<file path="src/rtl/wb_slave_timeout.sv">
// Wishbone per-slave-port watchdog: zero-latency passthrough that aborts a stalled beat with ERR.
// Optional abort status outputs are enabled with `define WB_SLAVE_TIMEOUT_STATUS_EN.
module wb_slave_timeout #(
  parameter int WB_ADDR_WIDTH  = 32,
  parameter int WB_DATA_WIDTH  = 32,
  parameter int TIMEOUT_CYCLES = 256
) (
  input  logic                       clk,
  input  logic                       rstn,
  input  logic                       m_cyc,
  input  logic                       m_stb,
  input  logic                       m_we,
  input  logic [WB_ADDR_WIDTH-1:0]   m_adr,
  input  logic [WB_DATA_WIDTH-1:0]   m_dat_w,
  input  logic [WB_DATA_WIDTH/8-1:0] m_sel,
  input  logic [2:0]                 m_cti,
  input  logic [1:0]                 m_bte,
  output logic [WB_DATA_WIDTH-1:0]   m_dat_r,
  output logic                       m_ack,
  output logic                       m_err,
  output logic                       s_cyc,
  output logic                       s_stb,
  output logic                       s_we,
  output logic [WB_ADDR_WIDTH-1:0]   s_adr,
  output logic [WB_DATA_WIDTH-1:0]   s_dat_w,
  output logic [WB_DATA_WIDTH/8-1:0] s_sel,
  output logic [2:0]                 s_cti,
  output logic [1:0]                 s_bte,
  input  logic [WB_DATA_WIDTH-1:0]   s_dat_r,
  input  logic                       s_ack,
  input  logic                       s_err
`ifdef WB_SLAVE_TIMEOUT_STATUS_EN
  ,
  output logic [15:0]                to_count,
  output logic [WB_ADDR_WIDTH-1:0]   to_adr,
  output logic                       to_irq
`endif
);

  localparam int CNT_W = $clog2(TIMEOUT_CYCLES + 1);
  localparam logic [CNT_W-1:0] CNT_LAST = CNT_W'(TIMEOUT_CYCLES - 1);

  localparam logic [1:0] IDLE   = 2'd0;
  localparam logic [1:0] ACTIVE = 2'd1;
  localparam logic [1:0] ABORT  = 2'd2;
  localparam logic [1:0] DRAIN  = 2'd3;

  generate
    if (TIMEOUT_CYCLES < 2) begin : g_param_check
      $error("wb_slave_timeout: TIMEOUT_CYCLES must be >= 2");
    end
  endgenerate

  logic [1:0]       state;
  logic [1:0]       next_state;
  logic [CNT_W-1:0] cnt;
  logic             stalled;
  logic             timeout_hit;
  logic             passthrough;

  assign stalled     = m_cyc & m_stb & ~s_ack & ~s_err;
  assign timeout_hit = (state == ACTIVE) & stalled & (cnt == CNT_LAST);

  always_comb begin
    next_state = state;
    case (state)
      IDLE:    if (m_cyc && m_stb) next_state = ACTIVE;
      ACTIVE:  if (!m_cyc) next_state = IDLE;
               else if (timeout_hit) next_state = ABORT;
      ABORT:   next_state = m_cyc ? DRAIN : IDLE;
      DRAIN:   if (!m_cyc) next_state = IDLE;
      default: next_state = IDLE;
    endcase
  end

  always_ff @(posedge clk or negedge rstn) begin
    if (!rstn) state <= IDLE;
    else       state <= next_state;
  end

  // The IDLE cycle that first sees STB also counts, so ERR lands exactly TIMEOUT_CYCLES after it.
  always_ff @(posedge clk or negedge rstn) begin
    if (!rstn)
      cnt <= '0;
    else if ((state == IDLE || state == ACTIVE) && stalled && !timeout_hit)
      cnt <= cnt + CNT_W'(1);
    else
      cnt <= '0;
  end

  assign passthrough = rstn & ((state == IDLE) | (state == ACTIVE));

  always_comb begin
    s_cyc = passthrough & m_cyc;
    s_stb = passthrough & m_stb;
    m_ack = passthrough & s_ack;
    m_err = rstn & ((state == ABORT) | (passthrough & s_err));
  end

  assign s_we    = m_we;
  assign s_adr   = m_adr;
  assign s_dat_w = m_dat_w;
  assign s_sel   = m_sel;
  assign s_cti   = m_cti;
  assign s_bte   = m_bte;
  assign m_dat_r = s_dat_r;

`ifdef WB_SLAVE_TIMEOUT_STATUS_EN
  // Status registers update on the edge entering ABORT so they are valid during the ERR cycle.
  always_ff @(posedge clk or negedge rstn) begin
    if (!rstn) begin
      to_count <= '0;
      to_adr   <= '0;
      to_irq   <= 1'b0;
    end else begin
      to_irq <= timeout_hit;
      if (timeout_hit) begin
        to_adr <= m_adr;
        if (to_count != 16'hFFFF) to_count <= to_count + 16'd1;
      end
    end
  end
`endif

endmodule

</file>
<file path="config.mk">
export PLATFORM = sky130hd
export DESIGN_NAME = wb_slave_timeout
export DESIGN_NICKNAME = d
export VERILOG_FILES = /design/src/rtl/wb_slave_timeout.sv
export SDC_FILE = /design/constraint.sdc
export NUM_CORES = 1
export LEC_CHECK = 0
export BUFFER_PORTS_ARGS = -buffer_cell sky130_fd_sc_hd__buf_4
export CORE_AREA = 4 4 84 86
export DETAILED_ROUTE_END_ITERATION = 8
export DIE_AREA = 0 0 88 90
export PLACE_DENSITY = 0.71
export SLEW_MARGIN = 5
export SYNTH_ARGS = -nofsm -noshare
export SYNTH_HDL_FRONTEND = slang
export SYNTH_SLANG_ARGS = --single-unit
</file>
<file path="constraint.sdc">
create_clock -name clk -period 1.59 [get_ports clk]
set_input_delay 0.318 -clock clk [delete_from_list [all_inputs] [get_ports clk]]
set_output_delay 0.318 -clock clk [all_outputs]
set_load 0.02 [all_outputs]
</file>
==> flow_summary.ini <==
[final_layout]
postLayoutCoreUtil = 0.129
syn2layout_area_growth_pct = -40.1
antenna-diode-count = 0
finalNonFillerCells = 149
mostFrequentLayoutCells = dfrtp_1, buf_4, nor2_1, inv_1, and2_1
drive_gt1_frac = 0.292
nNetsFinal = 187

[sta]
setup_ws_ps = 106
maxSlewViolCount = 0
hold_viol = 0
fin_crit_sh = 0.933
min_period_ps = 1480
setup_viol = 0
tightest_slew_ps = 508
maxSlewHeadroom = 0.660
fmax_mhz = 674
finalClockSkew_ps = 3.93

[routing]
routed_via_density = 3.86
dr.pass1.iters = 4
routed-via-count = 575
ant_nets = 0
wl_per_cell_um = 12.7
post-route-drc-count = 0
first_iter_violations = 20
wl_um = 1890

[clock_tree]
cts_root_buf = clkbuf_8
clkTransAtPathRegs_ps = 50
tritoncts = done
h-tree-depth = 1
cts_buffers = 3
clkLatencyLatePin_ps = 240
clockBufferDepth = 2
clock_sinks = 11

[floorplan]
die_w_um = 88
io_pins = 222
num_rows = 29
die_area_um2 = 7920
initial_utilization = 0.215
die_h_um = 90
core_area_um2 = 6280

[synth]
synthSimpleGateAreaFrac = 0.110
synth_compound_area_frac = 0.0371
synthAdderAreaFrac = 0.0185
muxShareOfSynthArea = 0.00741
synth_seq_cells = 11
yosysSeqAreaShare = 0.204
syn_inst = 162
synth_xor_area_frac = 0.0195
ys_warn_count = 0
syn_area_um2 = 1350
synth_cell_type_count = 22
syn_nets = 276
avgSynthCellArea_um2 = 8.33
synth_top_family_by_area = buffers and inverters

[critical_path]
cpMaxStageDelayCell = dfrtp_1
cp_cell_sequence = ha_2 -> nand3_2 -> nor3_2 -> ha_2 -> nand2_1 -> nand4b_4 -> nor2_1
arrival_ps = 1610
crit_fanout = 9
crit_path_start_kind = flip-flop
crit_required_ps = 1720
endpoint_kind = flip-flop
crit_top_cell = ha_2
critPathKind = flip-flop to flip-flop
max_stage_delay_ps = 360

[placed_design]
place_congestion = 0.745
place_ws_ps = 33.9
portBuffers = 9
dp_cells = 144
dp.final_hpwl_um = 1430

[grt]
grt_max_degree = 12
grt_pass1_wl_um = 2700
antenna_found_initial = 0
grt_pass1_vias = 574
gr-usage-all-layers = 0.0492
grt_overflow = 0

[power]
p_clk_frac = 0.456
power_density_nw_per_um2 = 769
p_int_mw = 0.481
ir_worst_vdd_mv = 0.195
seq_power_share = 0.459
switching_power_mw = 0.141
combPwrFrac = 0.085
sw_frac_of_total = 0.226
power.leakage_nw = 0.301

[flow_run]
cap_violations = 0

[worst_hold_path]
holdCritPathClass = primary input to flip-flop

[outcome]
outcome = complete, no violations
worst max-delay path, delay by kind of cell, from the launching register on:
kind                     cells  cell delay [ps]
adder cells (fa/ha/maj)      2              420
flip-flops                   1              360
AND/OR/NAND/NOR              5              590
registers in the layout, summed over array words and instances (netlist names):
signal	flops
cnt	9
state	2
synthesized netlist by cell type:
master | count | area (µm²)
inv_1 | 5 | 18.8
buf_4 | 106 | 796
nand3_2 | 1 | 10.0
o21a_1 | 1 | 7.51
nand3_1 | 2 | 10.0
nor2b_1 | 2 | 12.5
xnor2_1 | 2 | 17.5
a21oi_1 | 3 | 15.0
nor3_1 | 1 | 5.00
a31oi_1 | 2 | 12.5
and2_1 | 4 | 25.0
dfrtp_1 | 11 | 275
nor2_1 | 7 | 26.3
o21ai_0 | 3 | 15.0
or3_1 | 3 | 18.8
nand4b_2 | 1 | 15.0
mux2i_1 | 1 | 10.0
nand4_1 | 1 | 6.26
nand2_1 | 2 | 7.51
nor3b_2 | 1 | 12.5
ha_1 | 2 | 25.0
xor2_1 | 1 | 8.76
path summary, 6_finish.rpt:
kind / depth (start not counted) / start / endpoint / slack (ps)
min reg2reg: 2 / cnt[0]$_DFF_PN0_ / cnt[0]$_DFF_PN0_ / 540
max in group asynchronous: 2 / rstn / cnt[4]$_DFF_PN0_ / 660
max reg2reg: 7 / cnt[1]$_DFF_PN0_ / cnt[2]$_DFF_PN0_ / 110
min in group asynchronous: 2 / rstn / state[1]$_DFFE_PN0P_ / 590
min: 2 / m_cyc / state[0]$_DFFE_PN0P_ / 330
max: 7 / cnt[1]$_DFF_PN0_ / cnt[2]$_DFF_PN0_ / 110
metrics by stage:
step / power [mW] / hold WS, ps / area, µm² / setup TNS (ps)
2_1_floorplan: 0.700 / 22.4 / 1350 / 0
3_3_place_gp: 0.340 / 163 / 733 / 0
6_report: 0.622 / 329 / 808 / 0
3_5_place_dp: 0.340 / 166 / 733 / 0
5_1_grt: 0.664 / 325 / 808 / -5.24
4_1_cts: 0.633 / 314 / 790 / 0
power by group through the flow:
stage	Combinational, mW	Sequential (mW)	Clock, mW
floorplan	0.410	0.290	0
CTS	0.0527	0.285	0.295
global placement	0.0502	0.290	0
finish	0.0530	0.285	0.283
detailed placement	0.0504	0.290	0
global route	0.0586	0.285	0.320
routing by layer:
| layer | vias to the layer above | part of all wire | global-route usage |
|---|---|---|---|
| li1 | 223 | - | - |
| met1 | 245 | 0.24 | 0.0292 |
| met2 | 68 | 0.39 | 0.0559 |
| met3 | 39 | 0.25 | 0.0548 |
| met4 | 0 | 0.12 | 0.0831 |
| met5 | - | 0 | 0 |
layout make-up:
cell class,count,area [µm²]
clock buffer,3,41.3
clock inverter,1,5.00
fill,708,5470
inverter,5,18.8
multi-input combinational,40,279
sequential,11,275
tap,77,96.3
timing repair buffer,12,92.6
logic make-up after synthesis:
family	after synthesis
buffers and inverters	111
and+or+nand+nor	25
DFF	11
AOI/OAI and AO/OA	9
xor gates and xnor gates	3
adders and majority gates	2
muxes	1
timing repair:
item                       in CTS  in global routing
setup buffers                   0                  0
hold buffers                    1                  0
setup endpoints to repair       0                  9
resized for setup               0                  4
hold endpoints to repair       11                  0
(Power assumes the default switching activity.)
